`src/rtl/aes_key_sched_ctrl.sv`:
```
// rtl/aes_key_sched_ctrl.sv - sequencer feeding aes_key_gen one round at a time and streaming round keys 0..NUM_ROUNDS
// Optional round-key store with replay: define KEY_SCHED_CACHE_EN.
module aes_key_sched_ctrl #(
  parameter int         NUM_ROUNDS = 10,
  parameter logic [7:0] RCON_INIT  = 8'h01
) (
  input  logic         clk,
  input  logic         nrst,
  input  logic         start,
  output logic         start_ready,
  input  logic [127:0] key_i,
  input  logic         abort,
  output logic         kg_en,
  output logic         kg_gen_key,
  output logic         kg_next_rnd,
  output logic [7:0]   kg_rcon,
  output logic [127:0] kg_key,
  input  logic [127:0] kg_key_o,
  output logic         rk_valid,
  input  logic         rk_ready,
  output logic [127:0] rk_data,
  output logic [3:0]   rk_idx,
`ifdef KEY_SCHED_CACHE_EN
  input  logic         replay,
  output logic         cache_valid,
`endif
  output logic         done
);

  typedef enum logic [1:0] {IDLE, OUT, STEP} state_t;

  localparam logic [3:0] LAST = 4'(NUM_ROUNDS);

  state_t         state, state_nx;
  logic [3:0]     idx;
  logic [7:0]     rcon;
  logic [127:0]   key_q;
  logic           done_q;
  logic           hs;
  logic           last;
  logic           use_replay;
  logic           rep;
  logic [127:0]   stored_key;

  assign hs   = (state == OUT) && rk_ready;
  assign last = (idx == LAST);

  always_comb begin
    state_nx    = state;
    start_ready = 1'b0;
    rk_valid    = 1'b0;
    kg_en       = 1'b0;
    kg_gen_key  = 1'b0;
    kg_next_rnd = 1'b0;
    case (state)
      IDLE: begin
        start_ready = 1'b1;
        if (start) state_nx = OUT;
      end
      OUT: begin
        rk_valid = 1'b1;
        if (abort)         state_nx = IDLE;
        else if (rk_ready) state_nx = last ? IDLE : (rep ? OUT : STEP);
      end
      STEP: begin
        kg_en       = 1'b1;
        kg_gen_key  = 1'b1;
        kg_next_rnd = (idx != 4'd0);
        state_nx    = abort ? IDLE : OUT;
      end
      default: state_nx = IDLE;
    endcase
  end

  always_ff @(posedge clk or posedge nrst) begin
    if (nrst) begin
      state  <= IDLE;
      idx    <= 4'd0;
      rcon   <= RCON_INIT;
      key_q  <= '0;
      done_q <= 1'b0;
    end else begin
      state  <= state_nx;
      done_q <= hs && last && !abort;
      if (state == IDLE) begin
        if (start) begin
          idx  <= 4'd0;
          rcon <= RCON_INIT;
          if (!use_replay) key_q <= key_i;
        end
      end else if (abort || (hs && last)) begin
        idx  <= 4'd0;
        rcon <= RCON_INIT;
      end else if (state == STEP) begin
        idx  <= idx + 4'd1;
        rcon <= {rcon[6:0], 1'b0} ^ (rcon[7] ? 8'h1B : 8'h00);
      end else if (hs && rep) begin
        idx  <= idx + 4'd1;
      end
    end
  end

`ifdef KEY_SCHED_CACHE_EN
  logic           rep_q;
  logic           cache_q;
  logic [127:0]   store [0:NUM_ROUNDS];

  assign use_replay  = replay && cache_q;
  assign rep         = rep_q;
  assign cache_valid = cache_q;
  assign stored_key  = store[idx];

  always_ff @(posedge clk or posedge nrst) begin
    if (nrst) begin
      rep_q   <= 1'b0;
      cache_q <= 1'b0;
    end else if (state == IDLE) begin
      if (start) begin
        rep_q <= use_replay;
        if (!use_replay) cache_q <= 1'b0;
      end
    end else if (abort) begin
      rep_q   <= 1'b0;
      cache_q <= 1'b0;
    end else if (hs && last) begin
      rep_q   <= 1'b0;
      cache_q <= 1'b1;
    end
  end

  // Replayed keys rewrite their own slot with identical data, so no replay gating is needed.
  always_ff @(posedge clk) begin
    if (hs) store[idx] <= rk_data;
  end
`else
  assign use_replay = 1'b0;
  assign rep        = 1'b0;
  assign stored_key = '0;
`endif

  assign rk_data = rep ? stored_key : ((idx == 4'd0) ? key_q : kg_key_o);
  assign rk_idx  = idx;
  assign kg_rcon = rcon;
  assign kg_key  = key_q;
  assign done    = done_q;

endmodule

```
`config.mk`:
```
export PLATFORM = sky130hd
export DESIGN_NAME = aes_key_sched_ctrl
export DESIGN_NICKNAME = d
export VERILOG_FILES = /design/src/rtl/aes_key_sched_ctrl.sv
export SDC_FILE = /design/constraint.sdc
export NUM_CORES = 1
export LEC_CHECK = 0
export BUFFER_PORTS_ARGS = -buffer_cell sky130_fd_sc_hd__buf_2
export CELL_PAD_IN_SITES_DETAIL_PLACEMENT = 0
export CELL_PAD_IN_SITES_GLOBAL_PLACEMENT = 1
export CORE_AREA = 2 2 211 213
export CTS_CLUSTER_DIAMETER = 100
export DETAILED_ROUTE_END_ITERATION = 10
export DIE_AREA = 0 0 213 215
export PLACE_DENSITY = 0.47
export RECOVER_POWER = 100
export SETUP_SLACK_MARGIN = 0.05
export SLEW_MARGIN = 10
export SYNTH_ARGS = -nofsm -noshare
export SYNTH_HDL_FRONTEND = slang
export SYNTH_SLANG_ARGS = --single-unit
export TNS_END_PERCENT = 10
```
`constraint.sdc`:
```
create_clock -name clk -period 9.9 [get_ports clk]
set_clock_uncertainty 0.05 [all_clocks]
set_input_delay 1.485 -clock clk [delete_from_list [all_inputs] [get_ports clk]]
set_output_delay 1.485 -clock clk [all_outputs]
set_load 0.02 [all_outputs]
```
# Word level (Yosys, flattened, before mapping)
# Cells that the tools add are included.
# W data, S select, Z words.
# word_totals
in_bits,261
output_inout_bits,274
reg_bits,143
wordCells,44
# classes
n_addsub,1
eq_ne,5
n_bitwise,1
reduce_logical,12
mux,20
# op_table
cell,count
$mux W128,1
$mux W8,4
$mux W4,4
$mux W2,4
$xor A8 B5 Y8,1
$pmux W2 S3,1
$reduce_and A2 Y1,3
$mux W1,5
$mux W5,1
$add A4 B1 Y4 const B,1
$eq A4 B4 Y1 const B,1
$logic_not A4 Y1,1
$reduce_bool A4 Y1,1
$logic_and A1 B1 Y1,3
$ne A3 B3 Y1 const B,1
$reduce_bool A3 Y1,1
$eq A2 B1 Y1 const B,1
$eq A2 B2 Y1 const B,1
$logic_not A2 Y1,1
$ne A2 B2 Y1 const B,1
$logic_not A1 Y1,1
$logic_or A1 B1 Y1,1

# Depth between registers and ports, before layout
# logic_depth
word_depth,6
depth_mapped,6
mapped_depth_nobuf,5

# Worst setup path after synthesis
# OpenSTA, ideal clock, no wires.
# synth_timing
path_type,input port to output port
start,input port kg_key_o[0]
end,output port rk_data[0]
required_ns,8.365
t_arrival_ns,1.787
setup_slack_ns,6.578
n_path_buf,0
stages,1
cell_sequence,mux2_2
# synth_via
elab_chain_cells,1
# synth_lines
item,line_no,text
from (decl),18,"input logic [127:0] kg_key_o,"
$mux W128,141,assign rk_data = rep ? stored_key : ((idx == 4'd0) ? key_q : kg_key_o);
to (decl),21,"output logic [127:0] rk_data,"
# Every way passes these cells.

# Worst setup path in the final report
# layout_timing
start,register idx[0] (netlist: rk_idx[0])
end,output port rk_data[53]
# layout_via
elab_chain_cells,2
# layout_lines
item,line_no,text
from (decl),35,logic [3:0] idx;
from (signal assigned),95,idx <= idx + 4'd1;
from (signal assigned),98,idx <= idx + 4'd1;
$logic_not A4 Y1,141,
$mux W128,141,
# Every way passes these cells.

==> run summary <==
Asr flop ratio synth - 100.0%
Share of cells above drive strength 1 - 43.16%
Hold Slack - 455.2 ps
Synth warn - 0
Final Power - 2.511 mW
Final Cell Area - 10610 sq um
Row cnt - 77
Initial Util - 17.46%
Routed length per instance - 16.44 um
Pin count of the biggest net entering global routing - 86
Synth top area cells - dfrtp_1 (47%), mux2_2 (22%), mux2_4 (21%)
Port bufs - 534
Grt ovf - 0
CP Max Fanout - 71
Die area - 45800 sq um
Max Root-Sink Buffers - 2
VDD IR max - 0.00007735 V
Hold WC Path Type - reg -> reg
Fillers - 4859
DR vias - 6160
Final ANT Viol Nets - 0
CP Capture Type - primary output
Final setup vio count - 0
Largest stage delay, worst path - 2350 ps
Average size of a mapped cell - 15.18 sq um
Fmax - 144.9 MHz
First drt pass iteration count - 4
Max-Cap Viols - 5
Reg clk slew, reported paths - 60 ps
Status - finished, violations left
Gpl congestion - 0.7882
Post-synth top area cell - dfrtp_1
Die X - 213 um
Final HPWL DP - 20.74 mm
CTS tree - built
Cell repeated most along the worst path - clkbuf_1
Initial drt markers - 169
Yosys reg bits - 143
Synthesized cell area - 7621 sq um
Clock buffer count from CTS - 17
Critical-path cell list - inv_1 -> ha_1 -> nor3b_4 -> clkbuf_1 -> buf_4 -> mux2_2 -> clkbuf_1
Layout Cells excl Fill - 1631
Predominant post-synthesis flop cell - dfrtp_1
First-pass GRT wire length - 39.30 mm
Crit start category - register
Gr usage total - 11.61%
Final hold vios - 0
Vias in the first global route - 6417
Post-CTS Setup Inserts - 0
Post-synth top area share - 46.63%
Post-synthesis cell type count - 38
RSZ-0062 raised after global routing - no
CTS Sinks - 143
Initial antenna violation count - 1
Slew @ Worst Pin - 3900 ps
Total Wirelength - 26.81 mm
Die height - 215 um
DP Cell Count - 1598
Failing checks - max-capacitance violations, max-slew violations
Final net count - 1289
Worst endpoint data arrival time - 5370 ps
Final period util - 69.71%
Root Buffer - clkbuf_16
Number of flops mapped to enable cells by yosys - 0
Synth Instances - 502
Worst EP required - 8370 ps
Slowest cell on the critical path - clkbuf_1
# DRC - 0
Synth cell count leaders - mux2_2 (148), dfrtp_1 (142), mux2_4 (108)
Min Tclk post-route - 6901 ps
Setup TNS - 0 ps
WS Path Type - reg -> out
Post-synthesis sequential area ratio - 46.97%
Area growth syn-to-layout - 39.25%
CTS resizes - 0
DP Area - 10800 sq um
H-tree depth - 4
Syn nets - 766
Leakage power - 4.551 nW
Clk Latency, worst-skew pair - 470 ps
Most numerous cell in the Yosys netlist - mux2_2
Ports - 535
# hold bufs at CTS - 0
Vias per Instance - 3.777
Slew Limit Fails - 280
Slew headroom - -161.4%
Power Density - 236.6 nW/um^2
Core area - 43640 sq um
logic make-up (layout without fill, tap and decap cells):
| logic type | after synthesis | after routing | share of synthesized area [%] |
|---|---|---|---|
| xor+xnor | 3 | 3 | 0.3448 |
| fa+ha+maj | 3 | 3 | 0.4926 |
| flops | 143 | 143 | 46.97 |
| other cells | 0 | 1 | 0 |
| mux | 256 | 256 | 43.15 |
| simple gates | 27 | 27 | 2.824 |
| compound gates | 28 | 28 | 2.184 |
| buf+inv | 42 | 578 | 4.039 |
critical path, delay by kind of cell, from the launching register on:
family	cells	cell delay, ps
buffers and inverters	4	3560
and+or+nand+nor	1	160
muxes	1	430
DFF	1	430
adders and majority gates	1	140
flip-flops by register name, indices dropped and copies added, names as in the netlist:
signal	flops
kg_key	128
kg_rcon	8
rk_idx	4
state	2
done	1
final timing paths:
| kind | startpoint | to | slack (ps) | cells past startpoint |
|---|---|---|---|---|
| min in group asynchronous | nrst | kg_key[59] | 2110 | 2 |
| worst max-delay path | rk_idx[0] | rk_data[53] | 3000 | 7 |
| worst min register to register | kg_key[69] | kg_key[69] | 460 | 1 |
| max in group asynchronous | nrst | kg_key[29] | 5590 | 3 |
| worst max register to register | state[0] | kg_key[28] | 4550 | 4 |
| worst min-delay path | kg_key[69] | kg_key[69] | 460 | 1 |
layout by cell type (no fill, tap or decap), types with 2 or more instances in the layout:
cell	n
mux2_2	150
buf_2	260
or4bb_1	2
clkbuf_16	17
or4b_1	3
bufinv_16	2
buf_4	2
o21ai_0	10
clkbuf_1	283
mux2_1	103
o21ba_2	2
dfrtp_1	142
ha_1	3
mux2_4	3
inv_1	6
nand3_1	2
nand4bb_1	3
a21oi_1	11
clkbuf_8	2
clkinv_2	4
xnor2_1	3
nor2_1	3
nor4b_1	2
final cells by class:
type	count	area, sq um	share of cell area (%)
Clock inverter	7	87.58	0.8253
Tap cell	592	740.7	6.979
Clock buffer	25	475.5	4.480
Inverter	7	27.53	0.2594
Multi-Input combinational cell	317	3343	31.50
Sequential cell	143	3580	33.73
Timing Repair Buffer	539	2356	22.20
Antenna cell	1	2.502	0.02358
metal layers:
metal	vias up	wire length [um]	global-route usage, %
li1	2873	-	-
met3	23	2270	4.296
met5	-	0	0
met1	2978	10350	12.75
met2	286	13700	19.95
met4	0	485	4.942
power by group:
group          internal (mW)  switching, mW  total, mW
clock                  0.381          0.255      0.636
combinational          0.371          0.646       1.02
sequential             0.725          0.133      0.858
total                   1.48           1.03       2.51
through the flow:
step / setup WS, ps / util (%)
after floorplan: 4529 / -
after global placement: 5432 / 24.75
after detailed placement: 5368 / 24.75
after CTS: 4810 / 26.04
after global routing: 2594 / 24.31
final: 2999 / 24.32
Power figures use the tool's default switching activity.
